`src/rtl/ascon_fsm.sv`:
```
// ascon_fsm: control sequencer for the ASCON-AEAD128 permutation datapath.
// It steps through initialisation, associated-data absorption, plaintext
// encryption and finalisation, one permutation round per cycle.
// All strobes are decoded from the registered state and round counter.
// The one exception is load_data_o, which also qualifies data_valid_i.
module ascon_fsm (
    input  logic       clock_i,
    input  logic       reset_i,
    input  logic       start_i,
    input  logic [7:0] ad_blocks_i,
    input  logic [7:0] pt_blocks_i,
    input  logic       data_valid_i,
    output logic       data_req_o,
    output logic       load_data_o,
    output logic       en_round_o,
    output logic [3:0] round_o,
    output logic       init_sel_o,
    output logic       xor_data_o,
    output logic       xor_lsb_o,
    output logic       xor_key_begin_o,
    output logic       xor_key_end_o,
    output logic       cipher_valid_o,
    output logic       tag_valid_o,
    output logic       busy_o,
    output logic       done_o
);

    typedef enum logic [2:0] {
        S_IDLE    = 3'd0,
        S_INIT    = 3'd1,
        S_WAIT_AD = 3'd2,
        S_AD      = 3'd3,
        S_WAIT_PT = 3'd4,
        S_PT      = 3'd5,
        S_FINAL   = 3'd6,
        S_DONE    = 3'd7
    } state_t;

    // Round-constant indices: p^a runs 0..11, p^b runs 4..11.
    localparam logic [3:0] RND_FIRST_A = 4'd0;
    localparam logic [3:0] RND_FIRST_B = 4'd4;
    localparam logic [3:0] RND_LAST    = 4'd11;

    state_t     r_state;
    state_t     w_state_nxt;
    logic [3:0] r_round;
    logic [3:0] w_round_nxt;
    logic [7:0] r_ad_cnt;
    logic [7:0] w_ad_cnt_nxt;
    logic [7:0] r_pt_cnt;
    logic [7:0] w_pt_cnt_nxt;
    logic       r_first_pt;
    logic       w_first_pt_nxt;
    logic       w_last_round;

    assign w_last_round = (r_round == RND_LAST);

    // State, round counter, block counters and first-block flag registers.
    always_ff @(posedge clock_i or posedge reset_i) begin
        if (reset_i) begin
            r_state    <= S_IDLE;
            r_round    <= 4'd0;
            r_ad_cnt   <= 8'd0;
            r_pt_cnt   <= 8'd0;
            r_first_pt <= 1'b0;
        end else begin
            r_state    <= w_state_nxt;
            r_round    <= w_round_nxt;
            r_ad_cnt   <= w_ad_cnt_nxt;
            r_pt_cnt   <= w_pt_cnt_nxt;
            r_first_pt <= w_first_pt_nxt;
        end
    end

    // Next-state, round counter and block counter sequencing.
    always_comb begin
        w_state_nxt    = r_state;
        w_round_nxt    = r_round;
        w_ad_cnt_nxt   = r_ad_cnt;
        w_pt_cnt_nxt   = r_pt_cnt;
        w_first_pt_nxt = r_first_pt;
        case (r_state)
            S_IDLE: begin
                if (start_i) begin
                    w_state_nxt    = S_INIT;
                    w_round_nxt    = RND_FIRST_A;
                    w_ad_cnt_nxt   = ad_blocks_i;
                    // A zero plaintext count still needs one finalising block.
                    w_pt_cnt_nxt   = (pt_blocks_i == 8'd0) ? 8'd1 : pt_blocks_i;
                    w_first_pt_nxt = 1'b1;
                end else begin
                    w_state_nxt = S_IDLE;
                end
            end
            S_INIT: begin
                if (w_last_round) begin
                    w_round_nxt = 4'd0;
                    w_state_nxt = (r_ad_cnt != 8'd0) ? S_WAIT_AD : S_WAIT_PT;
                end else begin
                    w_round_nxt = r_round + 4'd1;
                end
            end
            S_WAIT_AD: begin
                if (data_valid_i) begin
                    w_state_nxt = S_AD;
                    w_round_nxt = RND_FIRST_B;
                end else begin
                    w_state_nxt = S_WAIT_AD;
                end
            end
            S_AD: begin
                if (w_last_round) begin
                    w_round_nxt  = 4'd0;
                    w_ad_cnt_nxt = r_ad_cnt - 8'd1;
                    w_state_nxt  = (r_ad_cnt > 8'd1) ? S_WAIT_AD : S_WAIT_PT;
                end else begin
                    w_round_nxt = r_round + 4'd1;
                end
            end
            S_WAIT_PT: begin
                if (data_valid_i) begin
                    if (r_pt_cnt == 8'd1) begin
                        w_state_nxt = S_FINAL;
                        w_round_nxt = RND_FIRST_A;
                    end else begin
                        w_state_nxt = S_PT;
                        w_round_nxt = RND_FIRST_B;
                    end
                end else begin
                    w_state_nxt = S_WAIT_PT;
                end
            end
            S_PT: begin
                if (r_round == RND_FIRST_B) begin
                    w_first_pt_nxt = 1'b0;
                end else begin
                    w_first_pt_nxt = r_first_pt;
                end
                if (w_last_round) begin
                    w_round_nxt  = 4'd0;
                    w_pt_cnt_nxt = r_pt_cnt - 8'd1;
                    w_state_nxt  = S_WAIT_PT;
                end else begin
                    w_round_nxt = r_round + 4'd1;
                end
            end
            S_FINAL: begin
                if (r_round == RND_FIRST_A) begin
                    w_first_pt_nxt = 1'b0;
                end else begin
                    w_first_pt_nxt = r_first_pt;
                end
                if (w_last_round) begin
                    w_round_nxt  = 4'd0;
                    w_pt_cnt_nxt = 8'd0;
                    w_state_nxt  = S_DONE;
                end else begin
                    w_round_nxt = r_round + 4'd1;
                end
            end
            S_DONE: begin
                w_state_nxt = S_IDLE;
                w_round_nxt = 4'd0;
            end
            default: begin
                w_state_nxt    = S_IDLE;
                w_round_nxt    = 4'd0;
                w_ad_cnt_nxt   = 8'd0;
                w_pt_cnt_nxt   = 8'd0;
                w_first_pt_nxt = 1'b0;
            end
        endcase
    end

    // Moore decode of datapath strobes from the registered state and round.
    always_comb begin
        data_req_o      = 1'b0;
        en_round_o      = 1'b0;
        round_o         = 4'd0;
        init_sel_o      = 1'b0;
        xor_data_o      = 1'b0;
        xor_lsb_o       = 1'b0;
        xor_key_begin_o = 1'b0;
        xor_key_end_o   = 1'b0;
        cipher_valid_o  = 1'b0;
        tag_valid_o     = 1'b0;
        busy_o          = 1'b1;
        done_o          = 1'b0;
        case (r_state)
            S_IDLE: begin
                busy_o = 1'b0;
            end
            S_INIT: begin
                en_round_o    = 1'b1;
                round_o       = r_round;
                init_sel_o    = (r_round == RND_FIRST_A);
                xor_key_end_o = w_last_round;
            end
            S_WAIT_AD: begin
                data_req_o = 1'b1;
            end
            S_AD: begin
                en_round_o = 1'b1;
                round_o    = r_round;
                xor_data_o = (r_round == RND_FIRST_B);
            end
            S_WAIT_PT: begin
                data_req_o = 1'b1;
            end
            S_PT: begin
                en_round_o     = 1'b1;
                round_o        = r_round;
                xor_data_o     = (r_round == RND_FIRST_B);
                cipher_valid_o = (r_round == RND_FIRST_B);
                xor_lsb_o      = (r_round == RND_FIRST_B) && r_first_pt;
            end
            S_FINAL: begin
                en_round_o      = 1'b1;
                round_o         = r_round;
                xor_data_o      = (r_round == RND_FIRST_A);
                cipher_valid_o  = (r_round == RND_FIRST_A);
                xor_key_begin_o = (r_round == RND_FIRST_A);
                xor_lsb_o       = (r_round == RND_FIRST_A) && r_first_pt;
                xor_key_end_o   = w_last_round;
            end
            S_DONE: begin
                tag_valid_o = 1'b1;
                done_o      = 1'b1;
            end
            default: begin
                busy_o = 1'b0;
            end
        endcase
    end

    // A block is taken only while the FSM is actually asking for one.
    assign load_data_o = data_req_o & data_valid_i;

endmodule

```
`config.mk`:
```
export PLATFORM = sky130hd
export DESIGN_NAME = ascon_fsm
export DESIGN_NICKNAME = d
export VERILOG_FILES = /design/src/rtl/ascon_fsm.sv
export SDC_FILE = /design/constraint.sdc
export NUM_CORES = 1
export LEC_CHECK = 0
export CAP_MARGIN = 10
export CORE_ASPECT_RATIO = 1.25
export CORE_MARGIN = 1
export CORE_UTILIZATION = 50
export DETAILED_ROUTE_END_ITERATION = 7
export MAX_ROUTING_LAYER = met4
export PLACE_DENSITY = 0.8
export SYNTH_ARGS = -nofsm -noshare
export SYNTH_HDL_FRONTEND = slang
export SYNTH_SLANG_ARGS = --single-unit
```
`constraint.sdc`:
```
create_clock -name clock_i -period 4.8 [get_ports clock_i]
set_clock_uncertainty 0.15 [all_clocks]
set_input_delay 0.96 -clock clock_i [delete_from_list [all_inputs] [get_ports clock_i]]
set_output_delay 0.96 -clock clock_i [all_outputs]
set_load 0.02 [all_outputs]
```
==> summary.txt <==
Final layout
  – Nets: between 200 and 300
  – P&R area growth vs syn: 20.7%
  – Most frequent cells in the layout: clkdlybuf4s50_1, dfrtp_1, nor2_1, a21oi_1, o21ai_0
  – N_diodes: 0
  – Share of post-route cells with drive strength above 1: 0.0533
  – Commonest non-fill, non-tap cell in the layout: clkdlybuf4s50_1
  – Final Util: 0.631

STA
  – Worst-margin pin slew: between 900 and 1000 ps
  – # setup viols final: 0
  – Fmax: ~0.28 GHz
  – Final worst slack: 1190 ps
  – Slew Limit Fails: 0
  – RSZ-0062 raised after global routing: false
  – Setup TNS: 0 ps
  – Final Hold Fails: 0
  – Slew HR: 0.371
  – Final Cycle Share: 0.752
  – Min cycle time layout: roughly 3600 ps

Synth
  – Post-synthesis async set-or-reset flop share: 1.00
  – Avg Cell Area, Syn: about 8.4 um2
  – Area contributors post-synth: dfrtp_1, a21oi_1, ha_1
  – Gate Count Post-Synth: 217
  – Synth warn: 0
  – Netlist Area Pre-Place: 1820 um2
  – Syn_nets: between 200 and 250
  – Synth Flop Type: dfrtp_1
  – Netlist cell types: 56
  – Post-synth EDFFs: 0
  – #FFs+latches synth: 24
  – Sequential area share after synthesis: 0.330
  – Share of the synthesized area in the top cell type: 0.330
  – Cell accounting for the most synthesized area: dfrtp_1

Route
  – Drt first-iter violations: a little under 70
  – Total wire length: between 4000 and 5000 um
  – Drt first pass iters: 4
  – Vias per cell: roughly 6.1
  – Antenna Violating Nets Remaining: 0
  – Per-cell routed wire length: about 15 um
  – Vias post-DR: between 1500 and 2000
  – # DRC: 0

Die
  – Die Y: between 60 and 70 um
  – Num ports: 36
  – Die ar.: 3890 um2
  – Row count: 24
  – Starting Density: 0.523
  – CORE AREA: 3480 um2
  – Die width: approximately 56 um

Worst setup path
  – CP max FO: 23
  – R2R cell count: 4
  – Critical R2R Capture: r_pt_cnt[5]
  – WP data required: 3690 ps
  – Crit path capture: xor_lsb_o
  – CP Data Arrival Time: approximately 2500 ps
  – Reg2Reg Setup Slack: between 2000 and 2500 ps
  – Setup crit end kind: output pin
  – Critical setup path kind: reg -> out
  – CP startpoint: r_state[0]
  – Launching point of the worst reg2reg path: r_state[2]
  – Startpoint class of the critical path: flip-flop

Global routing
  – Largest net degree at the start of global routing: 26
  – Vias in the first global route: between 1500 and 2000
  – Gr usage total: 0.231
  – Total grt overflow: 0
  – Initial antenna violation count: 0
  – First-pass GRT wire length: 7040 um

Clocking
  – CTS H-Tree Depth: 1
  – Post-CTS Setup Bufs: 0
  – Root Driver: clkbuf_8
  – Clock Latency Late Sink: approximately 270 ps
  – # hold bufs at CTS: 0
  – TritonCTS clock tree: done
  – Clk pin slew, worst setup/hold paths: 90 ps
  – Clk buf depth: 2
  – Clock sinks: 24
  – Post-CTS sizing: 0
  – CTS Buf Count: 3

Placement
  – Pre-CTS setup slack: between 1000 and 1500 ps
  – Gp weighted congestion: 0.859
  – Port-buffer cells: 35
  – HPWL Detailed: between 3000 and 4000 um

Power
  – Leak: 0.884 nW
  – VDD IR-drop max: roughly 0.32 mV
  – Power density cells: 519 nW/um2

Hold path
  – Worst min-delay path class: reg -> reg
  – Hold_sp: r_ad_cnt[6]

Outcome
  – Run status: complete, no violations

Job
  – Max-Cap Viols: 0
-- cells by family (layout without fill, tap and decap cells) --
kind of cell               after synthesis  after routing  synth area share
AOI/OAI and AO/OA                       72             72             0.254
buffers and inverters                   23             50            0.0652
adders and majority gates                7              7            0.0481
muxes                                    2              2            0.0137
and+or+nand+nor                         85             85             0.266
DFF                                     24             24             0.330
xor gates and xnor gates                 4              4            0.0234
-- worst min-delay path by stage --
| stage | to | slack [ps] | cells past startpoint |
|---|---|---|---|
| after floorplan | r_ad_cnt[6] | 330 | 2 |
| after detailed placement | r_ad_cnt[6] | 350 | 2 |
| final | r_ad_cnt[6] | 370 | 2 |
| after global placement | r_ad_cnt[6] | 350 | 2 |
| after global routing | r_ad_cnt[6] | 410 | 2 |
| after CTS | r_ad_cnt[6] | 370 | 2 |
-- routing by layer --
layer	track usage	vias up	routed length [um]
li1	-	849	-
met1	0.275	801	1740
met2	0.402	75	2100
met3	0.0261	7	257
met4	0.0786	0	61
met5	-	-	0
-- worst max-delay path: stages (launching register included) --
cell and delay, ps:
dfrtp_1 820, xor2_2 260, nand2_2 170, nor4_1 330, clkdlybuf4s50_1 650
-- metrics by stage --
step                power (mW)  area, um2  hold slack [ps]  std cells
finish                    1.14       2200              368        283
global route              1.24       2200              407        283
CTS                       1.14       2200              374        283
detailed placement       0.997       2140              352        279
global placement         0.985       2140              351        279
floorplan                0.843       1820              329        217
-- registers in the layout, summed over array words and instances (netlist names) --
name	cells
r_ad_cnt	8
r_first_pt	1
r_round	4
r_pt_cnt	8
r_state	3
-- cell usage after synthesis (all sizes together) (3+ instances only) --
cell and n:
buf 11, nor3 9, nor3b 4, a21oi 21, ha 7, nand3b 4, nand2b 5, and2 5
nor2 21, nor4 4, xor2 3, and3b 3, dfrtp 24, a21o 3, and3 3, inv 11
a22oi 4, o22ai 3, o21ai 21, nand3 8, nand2 10
-- cell type report --
class                      instances  area, um2
fill                             310       1280
multi-input combinational        170       1100
sequential                        24        601
timing repair buffer              35        350
clock buffer                       4       55.1
tap                               39       48.8
inverter                          11       41.3
-- report_power, final --
group          total [mW]  internal [mW]  switching (mW)  leakage, nW
sequential          0.415          0.285           0.130        0.282
clock               0.140         0.0733          0.0662       0.0288
combinational       0.586          0.269           0.317        0.573
total                1.14          0.628           0.513        0.884
No activity file was read; power rests on OpenSTA's default activity.
